### src/rtl/seq_serializer_pkg.sv
// Shared state encoding and length rule for the seq_serializer bit-stream source.
package seq_serializer_pkg;

    typedef enum logic [0:0] {
        ST_IDLE  = 1'b0,
        ST_SHIFT = 1'b1
    } state_e;

    // A length of zero, or one beyond the word width, means "send the whole word".
    function automatic int unsigned norm_len(input int unsigned len_raw, input int unsigned max_len);
        int unsigned len_n;
        if ((len_raw == 32'd0) || (len_raw > max_len)) begin
            len_n = max_len;
        end else begin
            len_n = len_raw;
        end
        return len_n;
    endfunction

endpackage

### src/rtl/seq_serializer_if.sv
// Word handshake and serial stream bundle; _i/_o suffixes are from the serializer's point of view.
interface seq_serializer_if #(
    parameter int DATA_W = 8
);
    localparam int LEN_W = $clog2(DATA_W + 1);

    logic [DATA_W-1:0] data_i;
    logic [LEN_W-1:0]  len_i;
    logic              loop_i;
    logic              valid_i;
    logic              ready_o;
    logic              stop_i;
    logic              seq_o;
    logic              seq_vld_o;
    logic              busy_o;
    logic              done_o;

    modport master (
        output data_i, len_i, loop_i, valid_i, stop_i,
        input  ready_o, seq_o, seq_vld_o, busy_o, done_o
    );

    modport slave (
        input  data_i, len_i, loop_i, valid_i, stop_i,
        output ready_o, seq_o, seq_vld_o, busy_o, done_o
    );

endinterface

### src/rtl/seq_serializer.sv
// Parallel-to-serial source: MSB-first bit stream with a one-word shadow buffer and loop mode.
module seq_serializer
    import seq_serializer_pkg::*;
#(
    parameter int DATA_W = 8
) (
    input logic             clk_i,
    input logic             rst_n_i,
    seq_serializer_if.slave bus
);

    localparam int LEN_W = $clog2(DATA_W + 1);

    state_e            state_q;
    logic [DATA_W-1:0] shift_q;
    logic [DATA_W-1:0] word_q;
    logic [LEN_W-1:0]  cnt_q;
    logic [LEN_W-1:0]  len_q;
    logic              loop_q;
    logic              stop_q;
    logic [DATA_W-1:0] pend_word_q;
    logic [LEN_W-1:0]  pend_len_q;
    logic              pend_loop_q;
    logic              pend_vld_q;
    logic              seq_q;
    logic              seq_vld_q;

    logic              ready_s;
    logic              accept_s;
    logic              last_s;
    logic              stop_eff_s;
    logic              load_s;
    logic [LEN_W-1:0]  in_len_s;
    logic [DATA_W-1:0] in_word_s;
    logic [LEN_W-1:0]  ld_len_s;
    logic [DATA_W-1:0] ld_word_s;
    logic              ld_loop_s;

    // Handshake, word-boundary detection and selection of the next word to start.
    always_comb begin
        in_len_s   = LEN_W'(norm_len(32'(bus.len_i), 32'(DATA_W)));
        // Words are stored MSB-aligned so the outgoing bit is always the top bit.
        in_word_s  = bus.data_i << (LEN_W'(DATA_W) - in_len_s);
        ready_s    = (state_q == ST_IDLE) | ~pend_vld_q;
        accept_s   = bus.valid_i & ready_s;
        last_s     = (state_q == ST_SHIFT) && (cnt_q == {LEN_W{1'b0}});
        stop_eff_s = stop_q | bus.stop_i;

        if ((state_q == ST_SHIFT) && pend_vld_q) begin
            ld_word_s = pend_word_q;
            ld_len_s  = pend_len_q;
            ld_loop_s = pend_loop_q;
        end else if (accept_s) begin
            ld_word_s = in_word_s;
            ld_len_s  = in_len_s;
            ld_loop_s = bus.loop_i;
        end else begin
            ld_word_s = word_q;
            ld_len_s  = len_q;
            ld_loop_s = loop_q;
        end

        if (state_q == ST_IDLE) begin
            load_s = accept_s;
        end else begin
            load_s = last_s & (pend_vld_q | accept_s | (loop_q & ~stop_eff_s));
        end
    end

    // FSM, shift register, down-counter, shadow buffer and loop/stop flags.
    always_ff @(posedge clk_i or negedge rst_n_i) begin
        if (!rst_n_i) begin
            state_q     <= ST_IDLE;
            shift_q     <= {DATA_W{1'b0}};
            word_q      <= {DATA_W{1'b0}};
            cnt_q       <= {LEN_W{1'b0}};
            len_q       <= {LEN_W{1'b0}};
            loop_q      <= 1'b0;
            stop_q      <= 1'b0;
            pend_word_q <= {DATA_W{1'b0}};
            pend_len_q  <= {LEN_W{1'b0}};
            pend_loop_q <= 1'b0;
            pend_vld_q  <= 1'b0;
            seq_q       <= 1'b0;
            seq_vld_q   <= 1'b0;
        end else begin
            if (load_s) begin
                state_q   <= ST_SHIFT;
                word_q    <= ld_word_s;
                len_q     <= ld_len_s;
                loop_q    <= ld_loop_s;
                shift_q   <= {ld_word_s[DATA_W-2:0], 1'b0};
                cnt_q     <= ld_len_s - LEN_W'(1'b1);
                seq_q     <= ld_word_s[DATA_W-1];
                seq_vld_q <= 1'b1;
            end else begin
                case (state_q)
                    ST_SHIFT: begin
                        if (last_s) begin
                            state_q   <= ST_IDLE;
                            loop_q    <= 1'b0;
                            seq_q     <= 1'b0;
                            seq_vld_q <= 1'b0;
                        end else begin
                            shift_q <= {shift_q[DATA_W-2:0], 1'b0};
                            cnt_q   <= cnt_q - LEN_W'(1'b1);
                            seq_q   <= shift_q[DATA_W-1];
                        end
                    end
                    default: begin
                        state_q   <= ST_IDLE;
                        loop_q    <= 1'b0;
                        seq_q     <= 1'b0;
                        seq_vld_q <= 1'b0;
                    end
                endcase
            end

            // An accept on the boundary cycle bypasses the shadow buffer and starts directly.
            if (accept_s && (state_q == ST_SHIFT) && !last_s) begin
                pend_word_q <= in_word_s;
                pend_len_q  <= in_len_s;
                pend_loop_q <= bus.loop_i;
                pend_vld_q  <= 1'b1;
            end else if (last_s && pend_vld_q) begin
                pend_vld_q <= 1'b0;
            end else begin
                pend_vld_q <= pend_vld_q;
            end

            if (last_s || (state_q != ST_SHIFT)) begin
                stop_q <= 1'b0;
            end else if (loop_q && bus.stop_i) begin
                stop_q <= 1'b1;
            end else begin
                stop_q <= stop_q;
            end
        end
    end

    assign bus.ready_o   = ready_s;
    assign bus.seq_o     = seq_q;
    assign bus.seq_vld_o = seq_vld_q;
    assign bus.busy_o    = (state_q == ST_SHIFT);
    assign bus.done_o    = last_s & (~loop_q | stop_eff_s);

endmodule

### src/flat_wrapper.sv
// flat-port wrapper written by rule: the top's interface ports become plain ports
module seq_serializer_flat import seq_serializer_pkg::*;
#(
    parameter int DATA_W = 8
)
  (clk_i, rst_n_i, bus_data_i, bus_len_i, bus_loop_i, bus_valid_i, bus_stop_i, bus_ready_o, bus_seq_o, bus_seq_vld_o, bus_busy_o, bus_done_o);
  seq_serializer_if #(.DATA_W(DATA_W)) bus_i ();
  input logic clk_i;
  input logic rst_n_i;
  input wire logic [$bits(bus_i.data_i)-1:0] bus_data_i;
  input wire logic [$bits(bus_i.len_i)-1:0] bus_len_i;
  input wire logic [$bits(bus_i.loop_i)-1:0] bus_loop_i;
  input wire logic [$bits(bus_i.valid_i)-1:0] bus_valid_i;
  input wire logic [$bits(bus_i.stop_i)-1:0] bus_stop_i;
  output wire logic [$bits(bus_i.ready_o)-1:0] bus_ready_o;
  output wire logic [$bits(bus_i.seq_o)-1:0] bus_seq_o;
  output wire logic [$bits(bus_i.seq_vld_o)-1:0] bus_seq_vld_o;
  output wire logic [$bits(bus_i.busy_o)-1:0] bus_busy_o;
  output wire logic [$bits(bus_i.done_o)-1:0] bus_done_o;
  assign bus_i.data_i = bus_data_i;
  assign bus_i.len_i = bus_len_i;
  assign bus_i.loop_i = bus_loop_i;
  assign bus_i.valid_i = bus_valid_i;
  assign bus_i.stop_i = bus_stop_i;
  assign bus_ready_o = bus_i.ready_o;
  assign bus_seq_o = bus_i.seq_o;
  assign bus_seq_vld_o = bus_i.seq_vld_o;
  assign bus_busy_o = bus_i.busy_o;
  assign bus_done_o = bus_i.done_o;
  seq_serializer #(.DATA_W(DATA_W)) u_core (.clk_i(clk_i), .rst_n_i(rst_n_i), .bus(bus_i));
endmodule
### config.mk
export PLATFORM = sky130hd
export DESIGN_NAME = seq_serializer_flat
export DESIGN_NICKNAME = d
export VERILOG_FILES = /design/src/rtl/seq_serializer_pkg.sv /design/src/rtl/seq_serializer_if.sv /design/src/rtl/seq_serializer.sv /design/src/flat_wrapper.sv
export SDC_FILE = /design/constraint.sdc
export NUM_CORES = 1
export LEC_CHECK = 0
export CORE_UTILIZATION = 65
export DETAILED_ROUTE_END_ITERATION = 12
export DONT_BUFFER_PORTS = 1
export PLACE_DENSITY = 0.81
export SYNTH_ARGS = -nofsm -noshare
export SYNTH_HDL_FRONTEND = slang
export SYNTH_SLANG_ARGS = --single-unit
export TNS_END_PERCENT = 50
### constraint.sdc
create_clock -name clk_i -period 7.1 [get_ports clk_i]
set_input_delay 1.775 -clock clk_i [delete_from_list [all_inputs] [get_ports clk_i]]
set_output_delay 1.775 -clock clk_i [all_outputs]
set_load 0.02 [all_outputs]
### After elaboration in Yosys (flattened, before gate mapping)

Index checks and enable logic that the tools add are counted.
Widths: inputs -> output; s select.

| word-level totals | value |
|---|---|
| flip-flop bits (word level) | 43 |
| bits in latches | 0 |
| bits in writable memories | 0 |
| ROM bits | 0 |
| bits of input ports | 17 |
| output and inout bits | 5 |
| word-level logic and storage cells | 78 |
| memories | 0 |

| cells by class | value |
|---|---|
| add/subtract/negate cells | 3 |
| multipliers | 0 |
| divide/modulo/power cells | 0 |
| magnitude comparators | 1 |
| equal/unequal tests | 3 |
| shift-type cells | 1 |
| mux-type cells | 28 |
| bitwise gates (word level) | 13 |
| reduce and logical (&&, ||, !) cells | 16 |

Operators with widths:

| cell | count |
|---|---|
| $mux 8 | 5 |
| $mux 4 | 6 |
| $mux 1 | 17 |
| $logic_not 4->1 | 2 |
| $shl 8x4->8 | 1 |
| $sub 4x1->4 const B | 2 |
| $logic_and 1x1->1 | 6 |
| $reduce_bool 2->1 | 3 |
| $or 1x1->1 | 5 |
| $and 1x1->1 | 4 |
| $gt 4x4->1 const B | 1 |
| $not 1->1 | 4 |
| $reduce_and 2->1 | 2 |
| $sub 4x4->4 const A | 1 |
| $ne 3x2->1 const B | 1 |
| $ne 3x3->1 const B | 1 |
| $logic_or 1x1->1 | 2 |
| $ne 2x2->1 const B | 1 |
| $logic_not 1->1 | 1 |

### Longest topological paths before layout

| depth | value |
|---|---|
| depth after elaboration | 9 |
| gate-level depth with buffers | 13 |
| mapped depth without buffers | 10 |

### Worst setup path after synthesis

OpenSTA, ideal clock, no wires.

| timing | value |
|---|---|
| path kind | input-to-reg |
| start point | input bus_len_i[0] |
| end point | register u_core.shift_q[7] |
| library setup time | 0.129 ns |
| arrival | 3.919 ns |
| required time | 6.971 ns |
| setup slack | 3.052 ns |
| stages | 11 |
| path buffers | 3 |
| cells stage by stage | buf_2 > nand2b_1 > buf_2 > ha_1 > clkbuf_1 > inv_1 > mux4_2 > mux2i_1 > a21oi_1 > a211oi_1 > nor2_1 |

| between the ends | value |
|---|---|
| longest elaborated chain between the ends | 8 |
| elaborated cells on any way between the ends | 9 |
| classes of those cells | add/sub: 1; order compare: 1; shift: 1; mux: 4; reduce/logical: 2 |

Ends and longest elaborated chain:

| element | RTL line | source |
|---|---|---|
| start: declaration | flat_wrapper.sv:11 | `input wire logic [$bits(bus_i.len_i)-1:0] bus_len_i;` |
| $gt 4x4->1 / $logic_not 4->1 (equally long branches) | seq_serializer_pkg.sv:12 | `if ((len_raw == 32'd0) \|\| (len_raw > max_len)) begin` |
| $logic_or 1x1->1 | seq_serializer_pkg.sv:12 |  |
| $mux 4 * | seq_serializer_pkg.sv:12 |  |
| $sub 4x4->4 * | seq_serializer.sv:43 | `in_word_s = bus.data_i << (LEN_W'(DATA_W) - in_len_s);` |
| $shl 8x4->8 * | seq_serializer.sv:43 |  |
| $mux 8 * | seq_serializer.sv:53 | `end else if (accept_s) begin` |
| $mux 8 * | seq_serializer.sv:49 | `if ((state_q == ST_SHIFT) && pend_vld_q) begin` |
| $mux 8 * | seq_serializer.sv:87 | `if (load_s) begin` |
| end signal: assignment | seq_serializer.sv:74 | `shift_q <= {DATA_W{1'b0}};` |
| end signal: assignment | seq_serializer.sv:92 | `shift_q <= {ld_word_s[DATA_W-2:0], 1'b0};` |
| end signal: assignment | seq_serializer.sv:105 | `shift_q <= {shift_q[DATA_W-2:0], 1'b0};` |
| end: declaration | seq_serializer.sv:15 | `logic [DATA_W-1:0] shift_q;` |

Mark *: on every way between the ends. The rest lies on a longest branch, timed or not.
A chain may end at the register's enable or synchronous reset.

### Final worst setup path

| timing | value |
|---|---|
| start point | input bus_stop_i |
| end point | output bus_done_o |

| between the ends | value |
|---|---|
| longest elaborated chain between the ends | 3 |

Ends and longest elaborated chain:

| element | RTL line | source |
|---|---|---|
| start: declaration | flat_wrapper.sv:14 | `input wire logic [$bits(bus_i.stop_i)-1:0] bus_stop_i;` |
| $or 1x1->1 | seq_serializer.sv:47 | `stop_eff_s = stop_q \| bus.stop_i;` |
| $or 1x1->1 | seq_serializer.sv:145 | `assign bus.done_o = last_s & (~loop_q \| stop_eff_s);` |
| $and 1x1->1 | seq_serializer.sv:145 |  |
| end: declaration | flat_wrapper.sv:19 | `output wire logic [$bits(bus_i.done_o)-1:0] bus_done_o;` |

No other way between the ends.

==> flow_summary.toml <==
[status]
status = "completed"

[route]
routed_wl_mm = 5.244
wl_per_cell_um = 17.19
drc = 0
dr_total_vias = 1964
viasPerCell = 6.439
ant_nets = 0
drtIter0Drc = 169
drtPass1Iterations = 4

[final_layout]
finalNetCount = 277
final_cells = 305
finish.utilization_pct = 72.59
antennaDiodeCount = 0
drive_above_1_share_pct = 8.880
syn2layout_area_growth_pct = 3.633

[worst_setup_path]
path_max_fanout = 4
cp_top_family = "simple AND/OR/NAND/NOR gates"
max_stage_delay_ps = 400
cp.arrival_ps = 2400
crit_chain = "nor3b_1, nor2_1"
start_kind = "input pin"
crit_slowest_cell = "nor3b_1"
crit_required_ps = 5330
crit_buf_inv = 0
worst_setup_path_end_kind = "output port"
critPathKind = "in -> out"

[synth]
synth-xor-area-share_pct = 1.090
yosys-top-cells-count = "42 x dfrtp_1, 40 x nand2_1, 27 x o21ai_0"
syn-num-nets = 286
synth-compound-area-share_pct = 23.61
netlist_area_um2 = 2411
synthFlopType = "dfrtp_1"
synth_top_family_by_area = "compound AO/OA/AOI/OAI gates"
synth-seq-cells = 42
synth_fa_ha_area_share_pct = 1.038
yosysWarningCount = 0
netlist_instances = 267
synth.area.mux_share_pct = 9.341
netlist.area_leader.share_pct = 43.59
synth_area_leaders = "dfrtp_1 44%, nand2_1 6.2%, o21ai_0 5.6%"
ys_async_sr_fraction_pct = 100.0
synthSimpleGateAreaFrac_pct = 17.18
synth_sequential_area_ratio_pct = 43.59
syn_area_per_cell_um2 = 9.030
synth_cell_type_count = 46
synth_edf_count = 0
yosysMostFrequentCell = "dfrtp_1"
synth_area_leader_cell = "dfrtp_1"

[placed_design]
portBuffers = 0
gp_congestion = 0.9258
pre_cts_slack_ps = 2926
dp.cells = 297
post-dp-hpwl_mm = 3.635

[sta]
setup_ws_ps = 2926
fmax_ghz = 0.2396
setup_viol = 0
rsz0062_at_grt = "no"
final_max_slew_viol_count = 0
max_slew.worst_pin.slew_ps = 808.1
final-hold-violation-count = 0
finClkSkew_ps = 9.456
period_minus_slack_ps = 4174
period_share_pct = 58.79
tns_ps = 0
max-slew-margin-rel_pct = 45.97

[grt]
gr-total-overflow = 0
antenna_found_initial = 0
grt_pass1_wl_mm = 8.873
grt_usage_pct = 28.99
grt_max_degree = 43
grt_pass1_vias = 1854

[power]
total_power_w = 0.0009477
power_density_nw_per_um2 = 379.3
peakVddDrop_uv = 246.1
leakagePower_nw = 1.125

[clock_tree]
cts_hold_buf = 0
post_cts_resized = 0
cts_tree = "built"
clk_latency_ps = 290
cts_sinks = 42
path_clk_slew_ps = 70
cts_buffer_depth = 2
htree_levels = 2
postCtsSetupBuffers = 0
numCtsBuffers = 5
root_buffer = "clkbuf_8"

[floorplanning]
io_pins = 22
die_h_um = 62.91
num_rows = 21
initial_core_util_pct = 70.05
die-area_um2 = 3957
die_w_um = 62.91
coreArea_um2 = 3442

[job]
maxCapViolations = 0

[min_path]
hold_class = "reg -> reg"
## placed cells by master (no fill, tap or decap), types with 3 or more instances in the layout
master,synthesis,routed
nand2_1,40,40
a21o_1,7,7
o211ai_1,8,8
mux2i_1,9,9
o21ai_0,27,27
dfrtp_1,42,42
inv_1,4,4
nand2b_1,10,10
clkbuf_8,0,5
nor3_1,4,4
nor2_1,18,18
mux4_2,3,3
a32oi_1,3,3
a21oi_1,22,22
mux2_2,6,6
a31oi_1,3,3
buf_4,0,3
## sequential cells by signal (all words and copies together), names as in the netlist, 4 cells and up
| name | count |
|---|---|
| u_core.pend_len_q | 4 |
| u_core.shift_q | 7 |
| u_core.word_q | 8 |
| u_core.len_q | 4 |
| u_core.pend_word_q | 8 |
| u_core.cnt_q | 4 |
## per-stage QoR
stage | cell area [µm²] | hold WS [ps]
global route | 2499 | 506.6
detailed placement | 2412 | 463.3
global placement | 2412 | 457.5
finish | 2499 | 483.4
CTS | 2499 | 481.5
floorplan | 2411 | 438.3
## layout make-up
type | instances | area [µm²]
sequential | 42 | 1051
tap | 46 | 57.56
inverter | 5 | 21.27
fill | 279 | 943.4
timing repair buffer | 3 | 22.52
clock buffer | 6 | 72.57
clock inverter | 2 | 13.76
multi-input combinational | 201 | 1260
## path summary, 6_finish.rpt
kind	start	endpoint	slack, ps	cells past startpoint
setup / recovery	bus_stop_i	bus_done_o	2930	2
hold / removal	u_core.pend_word_q[3]$_DFFE_PN0P_	u_core.pend_word_q[3]$_DFFE_PN0P_	480	2
setup reg to reg	u_core.bus.busy_o$_DFF_PN0_	u_core.cnt_q[2]$_DFFE_PN0P_	4400	12
hold reg to reg	u_core.pend_word_q[3]$_DFFE_PN0P_	u_core.pend_word_q[3]$_DFFE_PN0P_	480	2
max in group asynchronous	rst_n_i	u_core.pend_word_q[0]$_DFFE_PN0P_	5840	0
min in group asynchronous	rst_n_i	u_core.len_q[3]$_DFFE_PN0N_	1170	0
## per-layer routing
metal  part of all wire [%]  vias up  GRT usage (%)
li1                       -      944              -
met1                     43      958          38.96
met2                     51       60          48.12
met3                    5.6        2          5.657
met4                   0.27        0          6.977
met5                      0        -              0
## power by group
group / switching (W) / internal [W] / total [W]
Combinational: 0.000232 / 0.000163 / 0.000396
Sequential: 0.0000661 / 0.000338 / 0.000404
Clock: 0.0000791 / 0.0000694 / 0.000148
## cells by family after synthesis
group	count (synthesis)
and+or+nand+nor	88
muxes	18
buffers and inverters	24
DFF	42
xor gates and xnor gates	3
AOI/OAI and AO/OA	90
adders and majority gates	2
No activity file was read; power rests on OpenSTA's default activity.
